## config.mk

```make
export PLATFORM = sky130hd
export DESIGN_NAME = fetch_unit
export DESIGN_NICKNAME = d
export VERILOG_FILES = /design/src/rtl/fetch_unit.sv
export SDC_FILE = /design/constraint.sdc
export NUM_CORES = 1
export LEC_CHECK = 0
export CAP_MARGIN = 20
export CORE_MARGIN = 3
export CORE_UTILIZATION = 55
export CTS_CLUSTER_SIZE = 14
export DETAILED_ROUTE_END_ITERATION = 10
export GPL_TIMING_DRIVEN = 0
export HOLD_SLACK_MARGIN = 0.08
export PLACE_DENSITY = 0.86
export SYNTH_ARGS = -nofsm -noshare
export SYNTH_HDL_FRONTEND = slang
export SYNTH_SLANG_ARGS = --single-unit
```

## constraint.sdc

```tcl
create_clock -name clk -period 5.6 [get_ports clk]
set_input_delay 0.84 -clock clk [delete_from_list [all_inputs] [get_ports clk]]
set_output_delay 0.84 -clock clk [all_outputs]
set_load 0.01 [all_outputs]
```

## src/rtl/fetch_unit.sv

```systemverilog
// fetch_unit: instruction-fetch stage.
//   Holds the PC, issues word fetches to instruction memory over a req/ready
//   handshake, and presents fetched words to decode through a valid/stall
//   interface backed by a one-entry skid buffer. Branch/jump redirects reload
//   the PC, flush buffered instructions and kill any in-flight response.
// Ports:
//   clk, rst                    clock, asynchronous active-low reset
//   branchTaken, branchTarget   taken-branch redirect (wins over jump)
//   jump, jumpTarget            jump redirect
//   stall                       decode cannot accept this cycle
//   imemReq, imemAddr           fetch request / word address
//   imemReady, imemData         transaction complete / fetched word
//   instr, instrPc, instrValid  instruction presented to decode
//   alignErr                    one-cycle pulse on a misaligned redirect target
module fetch_unit #(
  parameter logic [31:0] RESET_PC = 32'h00400000
) (
  input  logic        clk,
  input  logic        rst,
  input  logic        branchTaken,
  input  logic [31:0] branchTarget,
  input  logic        jump,
  input  logic [31:0] jumpTarget,
  input  logic        stall,
  output logic        imemReq,
  output logic [31:0] imemAddr,
  input  logic        imemReady,
  input  logic [31:0] imemData,
  output logic [31:0] instr,
  output logic [31:0] instrPc,
  output logic        instrValid,
  output logic        alignErr
);

  typedef enum logic [1:0] {StIdle, StBusy, StDrain} state_e;

  state_e      r_state;
  logic [31:0] r_pc;
  logic [31:0] r_req_addr;
  logic [31:0] r_instr;
  logic [31:0] r_instr_pc;
  logic        r_valid;
  logic [31:0] r_skid_instr;
  logic [31:0] r_skid_pc;
  logic        r_skid_valid;
  logic        r_align_err;

  logic        w_redirect;
  logic [31:0] w_target_raw;
  logic [31:0] w_target;
  logic        w_accept;
  logic        w_req;
  logic [31:0] w_addr;
  logic        w_complete;
  logic        w_issue;
  logic        w_deliver;

  assign w_redirect   = branchTaken | jump;
  // Branch is the older instruction, so it takes priority over a jump.
  assign w_target_raw = branchTaken ? branchTarget : jumpTarget;
  assign w_target     = {w_target_raw[31:2], 2'b00};
  assign w_accept     = r_valid & ~stall;

  always_comb begin
    w_req  = 1'b0;
    w_addr = r_pc;
    unique case (r_state)
      StIdle: begin
        // A full skid means both entries are occupied: hold off new fetches.
        w_req  = ~w_redirect & ~r_skid_valid;
        w_addr = r_pc;
      end
      StBusy, StDrain: begin
        w_req  = 1'b1;
        w_addr = r_req_addr;
      end
      default: begin
        w_req  = 1'b0;
        w_addr = r_pc;
      end
    endcase
    if (!rst) w_req = 1'b0;
  end

  assign w_complete = w_req & imemReady;
  assign w_issue    = (r_state == StIdle) & w_req;
  // Responses in DRAIN or during a redirect belong to a flushed path.
  assign w_deliver  = w_complete & ~w_redirect & (r_state != StDrain);

  always_ff @(posedge clk or negedge rst) begin
    if (!rst) begin
      r_state      <= StIdle;
      r_pc         <= RESET_PC;
      r_req_addr   <= 32'h0;
      r_instr      <= 32'h0;
      r_instr_pc   <= 32'h0;
      r_valid      <= 1'b0;
      r_skid_instr <= 32'h0;
      r_skid_pc    <= 32'h0;
      r_skid_valid <= 1'b0;
      r_align_err  <= 1'b0;
    end else begin
      r_align_err <= w_redirect & (|w_target_raw[1:0]);

      if (w_issue) r_req_addr <= r_pc;

      if (w_redirect) begin
        r_pc <= w_target;
      end else if (w_issue) begin
        r_pc <= r_pc + 32'd4;
      end

      if (w_redirect) begin
        r_valid      <= 1'b0;
        r_skid_valid <= 1'b0;
      end else if (w_deliver) begin
        // Skid is always empty here: a request is only issued with skid empty.
        if (!r_valid || w_accept) begin
          r_instr    <= imemData;
          r_instr_pc <= w_addr;
          r_valid    <= 1'b1;
        end else begin
          r_skid_instr <= imemData;
          r_skid_pc    <= w_addr;
          r_skid_valid <= 1'b1;
        end
      end else if (w_accept) begin
        if (r_skid_valid) begin
          r_instr      <= r_skid_instr;
          r_instr_pc   <= r_skid_pc;
          r_skid_valid <= 1'b0;
        end else begin
          r_valid <= 1'b0;
        end
      end

      unique case (r_state)
        StIdle: begin
          if (w_issue && !imemReady) r_state <= StBusy;
        end
        StBusy: begin
          if (w_complete) begin
            r_state <= StIdle;
          end else if (w_redirect) begin
            r_state <= StDrain;
          end
        end
        StDrain: begin
          if (w_complete) r_state <= StIdle;
        end
        default: r_state <= StIdle;
      endcase
    end
  end

  assign imemReq    = w_req;
  assign imemAddr   = w_addr;
  assign instr      = r_instr;
  assign instrPc    = r_instr_pc;
  assign instrValid = r_valid;
  assign alignErr   = r_align_err;

endmodule
```

==> out/results.ini <==
[finish]
final_cell_count_no_fill = 1405
multi_input_area_mm2 = 0.003870
area_growth_pct = 31.40
diodes = 0
fillers = 1144
drive_above_1_share = 0.08495
final_core_util = 0.7424
final-seq-area_mm2 = 0.004731
num-nets-final = 1283

[min_path]
min_path_type = primary input to asynchronous set/reset pin

[critical_path]
worstRegToRegCells = 9
critPathTopFamily = buffers and inverters
worst_setup_path_start_kind = flop
max_stage_delay_ns = 0.66
arrival_ns = 3.28
rr_startpoint = r_state[0]$_DFFE_PN0P_
criticalPathCategory = flop to primary output
critical_path_buf_inv_count = 5
cp.required_ns = 4.76
crit_path_max_fanout = 10
reg2reg_to = instr[9]$_DFFE_PN0P_
crit_top_cell = inv_1
end_kind = primary output
crit_chain = inv_1, ha_1, clkbuf_1, buf_1, mux2i_1, inv_1, clkdlybuf4s50_1
r2r_slack_ns = 2.53
cp_slowest_cell = buf_1

[synthesis]
muxShareOfSynthArea = 0.1085
synth_flop_cell = dfrtp_1
yosysSeqAreaShare = 0.5233
synth-xor-area-share = 0.006782
synth-edff-count = 0
synth_area_per_cell_um2 = 9.426
synth_top_family_by_area = compound AO/OA/AOI/OAI gates
ys_types = 60
async_reset_ff_frac = 1.000
ys_warn_count = 0
synth_compound_area_frac = 0.1608
ys_ff_latch = 189
synth_fa_ha_area_frac = 0.006920
netlist_area_mm2 = 0.009040
synth_simple_gate_area_frac = 0.1434
syn_inst = 959

[floorplan]
die-area_mm2 = 0.01801
rows = 46
die_y_um = 134.2
io-pin-count = 201
start_util = 0.5650
die_x_um = 134.2
core_mm2 = 0.01600

[detailed_routing]
routed_wirelength_mm = 26.26
drtIter0Drc = 631
drt_first_pass_iters = 6
vias = 8162
ant_nets = 0
wl_per_cell_um = 18.69
drc = 0
viasPerCell = 5.809

[global_route]
grt_pass1_vias = 8281
grt_max_degree = 104
grt_pass1_wl_mm = 42.21
globalRouteTotalUtil = 0.2951
overflow = 0
antenna_found_initial = 0

[place]
pre_cts_ws_ns = 1.945
place_inst = 1373
place_congestion = 0.9590
io_buffers = 194
dp_hpwl_mm = 18.99

[sta]
report.final.slew_viol_count = 0
grt_setup_unrepaired = false
maxSlewHeadroom = 0.4407
post-route-min-period_ns = 4.117
report.final.setup_viol = 0
setup_ws_ns = 1.483
finClkSkew_ns = 0.008684
fin_crit_sh = 0.7352
fmax_mhz = 242.9
hold_viol = 0
tightestPinTransition_ns = 0.8313
holdWs_ns = 0.4153

[power]
vdd_drop_max_mv = 0.2950
swShare = 0.3615
p_seq_frac = 0.366
power_switching_mw = 1.698
p_total_mw = 4.698
cellLeakagePower_nw = 5.507
p_clk_frac = 0.255
p_comb_frac = 0.379
p_per_area_mw_per_mm2 = 395.5
p_int_mw = 3.000

[cts]
root_buffer = clkbuf_16
tritoncts = built
cts.sinks = 189
cts_buffer_depth = 2
hold_buffers = 0
cts_made_buffers = 17
htreeDepth = 4
clk_latency_ns = 0.43
post-cts-setup-buffers = 0
post_cts_resized = 0
cts.clk_slew.worst_paths_ns = 0.07

[job]
drv_cap = 0

[outcome]
status = finished clean

per-stage QoR:
| stage | instance area, um2 | setup TNS (ns) |
|---|---|---|
| 2_1_floorplan | 9051 | 0 |
| 3_3_place_gp | 11260 | -1487.18 |
| 3_5_place_dp | 11300 | 0 |
| 4_1_cts | 11880 | 0 |
| 5_1_grt | 11880 | 0 |
| 6_report | 11880 | 0 |
worst max-delay path by stage:
stage | cells after the start | startpoint | end | slack (ns)
2_1_floorplan | 6 | r_state[0]$_DFFE_PN0P_ | imemAddr[10] | 2.99
3_3_place_gp | 8 | rst | r_pc[13]$_DFFE_PN0P_ | -4.20
3_5_place_dp | 7 | r_state[0]$_DFFE_PN0P_ | imemAddr[31] | 1.94
4_1_cts | 7 | r_state[0]$_DFFE_PN0P_ | imemAddr[31] | 1.47
5_1_grt | 7 | r_state[0]$_DFFE_PN0P_ | imemAddr[31] | 1.33
6_report | 7 | r_state[0]$_DFFE_PN0P_ | imemAddr[31] | 1.48
layer usage:
metal / vias to the layer above / part of all wire / wire length [um] / track usage
met5: - / 0 / 0 / 0
met4: 0 / 0.036 / 942 / 0.1267
met3: 69 / 0.068 / 1775 / 0.05326
met2: 400 / 0.49 / 12940 / 0.4908
met1: 3947 / 0.40 / 10600 / 0.3824
li1: 3746 / - / - / -
power by group through the flow:
stage / Clock [mW] / Sequential [mW] / Combinational (mW)
after floorplan: 0 / 1.72 / 0.924
after global placement: 0 / 1.72 / 1.71
after detailed placement: 0 / 1.73 / 1.76
after CTS: 1.20 / 1.71 / 1.78
after global routing: 1.26 / 1.74 / 1.92
final: 1.20 / 1.72 / 1.78
state kept, by name, summed over array words and instances, names as in the netlist:
register / count
instrPc: 30
r_state: 2
instrValid: 1
alignErr: 1
instr: 32
r_skid_valid: 1
r_req_addr: 30
r_pc: 30
r_skid_pc: 30
r_skid_instr: 32
cells in the mapped netlist, types with 3 or more instances:
library cell | instances | share of area
o22ai_1 | 9 | 0.0062
buf_2 | 16 | 0.0089
nor2b_1 | 4 | 0.0028
mux2i_1 | 62 | 0.069
a311oi_1 | 5 | 0.0048
dfrtp_1 | 188 | 0.52
a2bb2oi_1 | 6 | 0.0058
a22oi_1 | 11 | 0.0091
ha_1 | 5 | 0.0069
mux2_2 | 32 | 0.040
xor2_1 | 4 | 0.0039
o31ai_1 | 5 | 0.0042
inv_1 | 43 | 0.018
o21ai_0 | 123 | 0.068
nor4_1 | 4 | 0.0028
buf_4 | 5 | 0.0042
o211ai_1 | 3 | 0.0025
buf_1 | 7 | 0.0029
clkbuf_1 | 36 | 0.015
nor3_1 | 6 | 0.0033
nor2_1 | 54 | 0.022
a21o_1 | 4 | 0.0033
a21oi_1 | 55 | 0.030
a31oi_1 | 4 | 0.0028
nand2_1 | 196 | 0.081
xnor2_1 | 3 | 0.0029
nand4_1 | 7 | 0.0048
o21a_1 | 3 | 0.0025
a22o_1 | 6 | 0.0058
nand2b_1 | 3 | 0.0021
nand3_1 | 11 | 0.0061
cells in the final DEF, fill, tap and decap left out, drive strengths merged, types with 5 or more instances in the layout:
| master | n |
|---|---|
| o21ai | 123 |
| nor3 | 7 |
| nand4 | 8 |
| a2bb2oi | 6 |
| nor2 | 54 |
| ha | 5 |
| o31ai | 5 |
| buf | 30 |
| a22o | 6 |
| mux2 | 32 |
| dfrtp | 188 |
| a311oi | 5 |
| inv | 48 |
| a22oi | 11 |
| clkbuf | 57 |
| mux2i | 62 |
| a21oi | 55 |
| nand2 | 196 |
| clkdlybuf4s50 | 193 |
| nand3 | 11 |
| o22ai | 9 |
| clkinvlp | 6 |
cell families after synthesis:
group | count (synthesis)
buffers and inverters | 109
flip-flops | 189
AND/OR/NAND/NOR | 305
AO/OA/AOI/OAI | 249
multiplexers | 94
other | 1
XOR/XNOR | 7
adder cells (fa/ha/maj) | 5
area by class of cell:
class	instances	share of cell area
Inverter	43	0.01359
Clock buffer	19	0.03813
Sequential cell	189	0.3983
Timing Repair Buffer	195	0.1662
Clock inverter	13	0.01095
Buffer	66	0.02433
Multi-Input combinational cell	664	0.3258
Tap cell	216	0.02275
No activity file was read; power rests on OpenSTA's default activity.
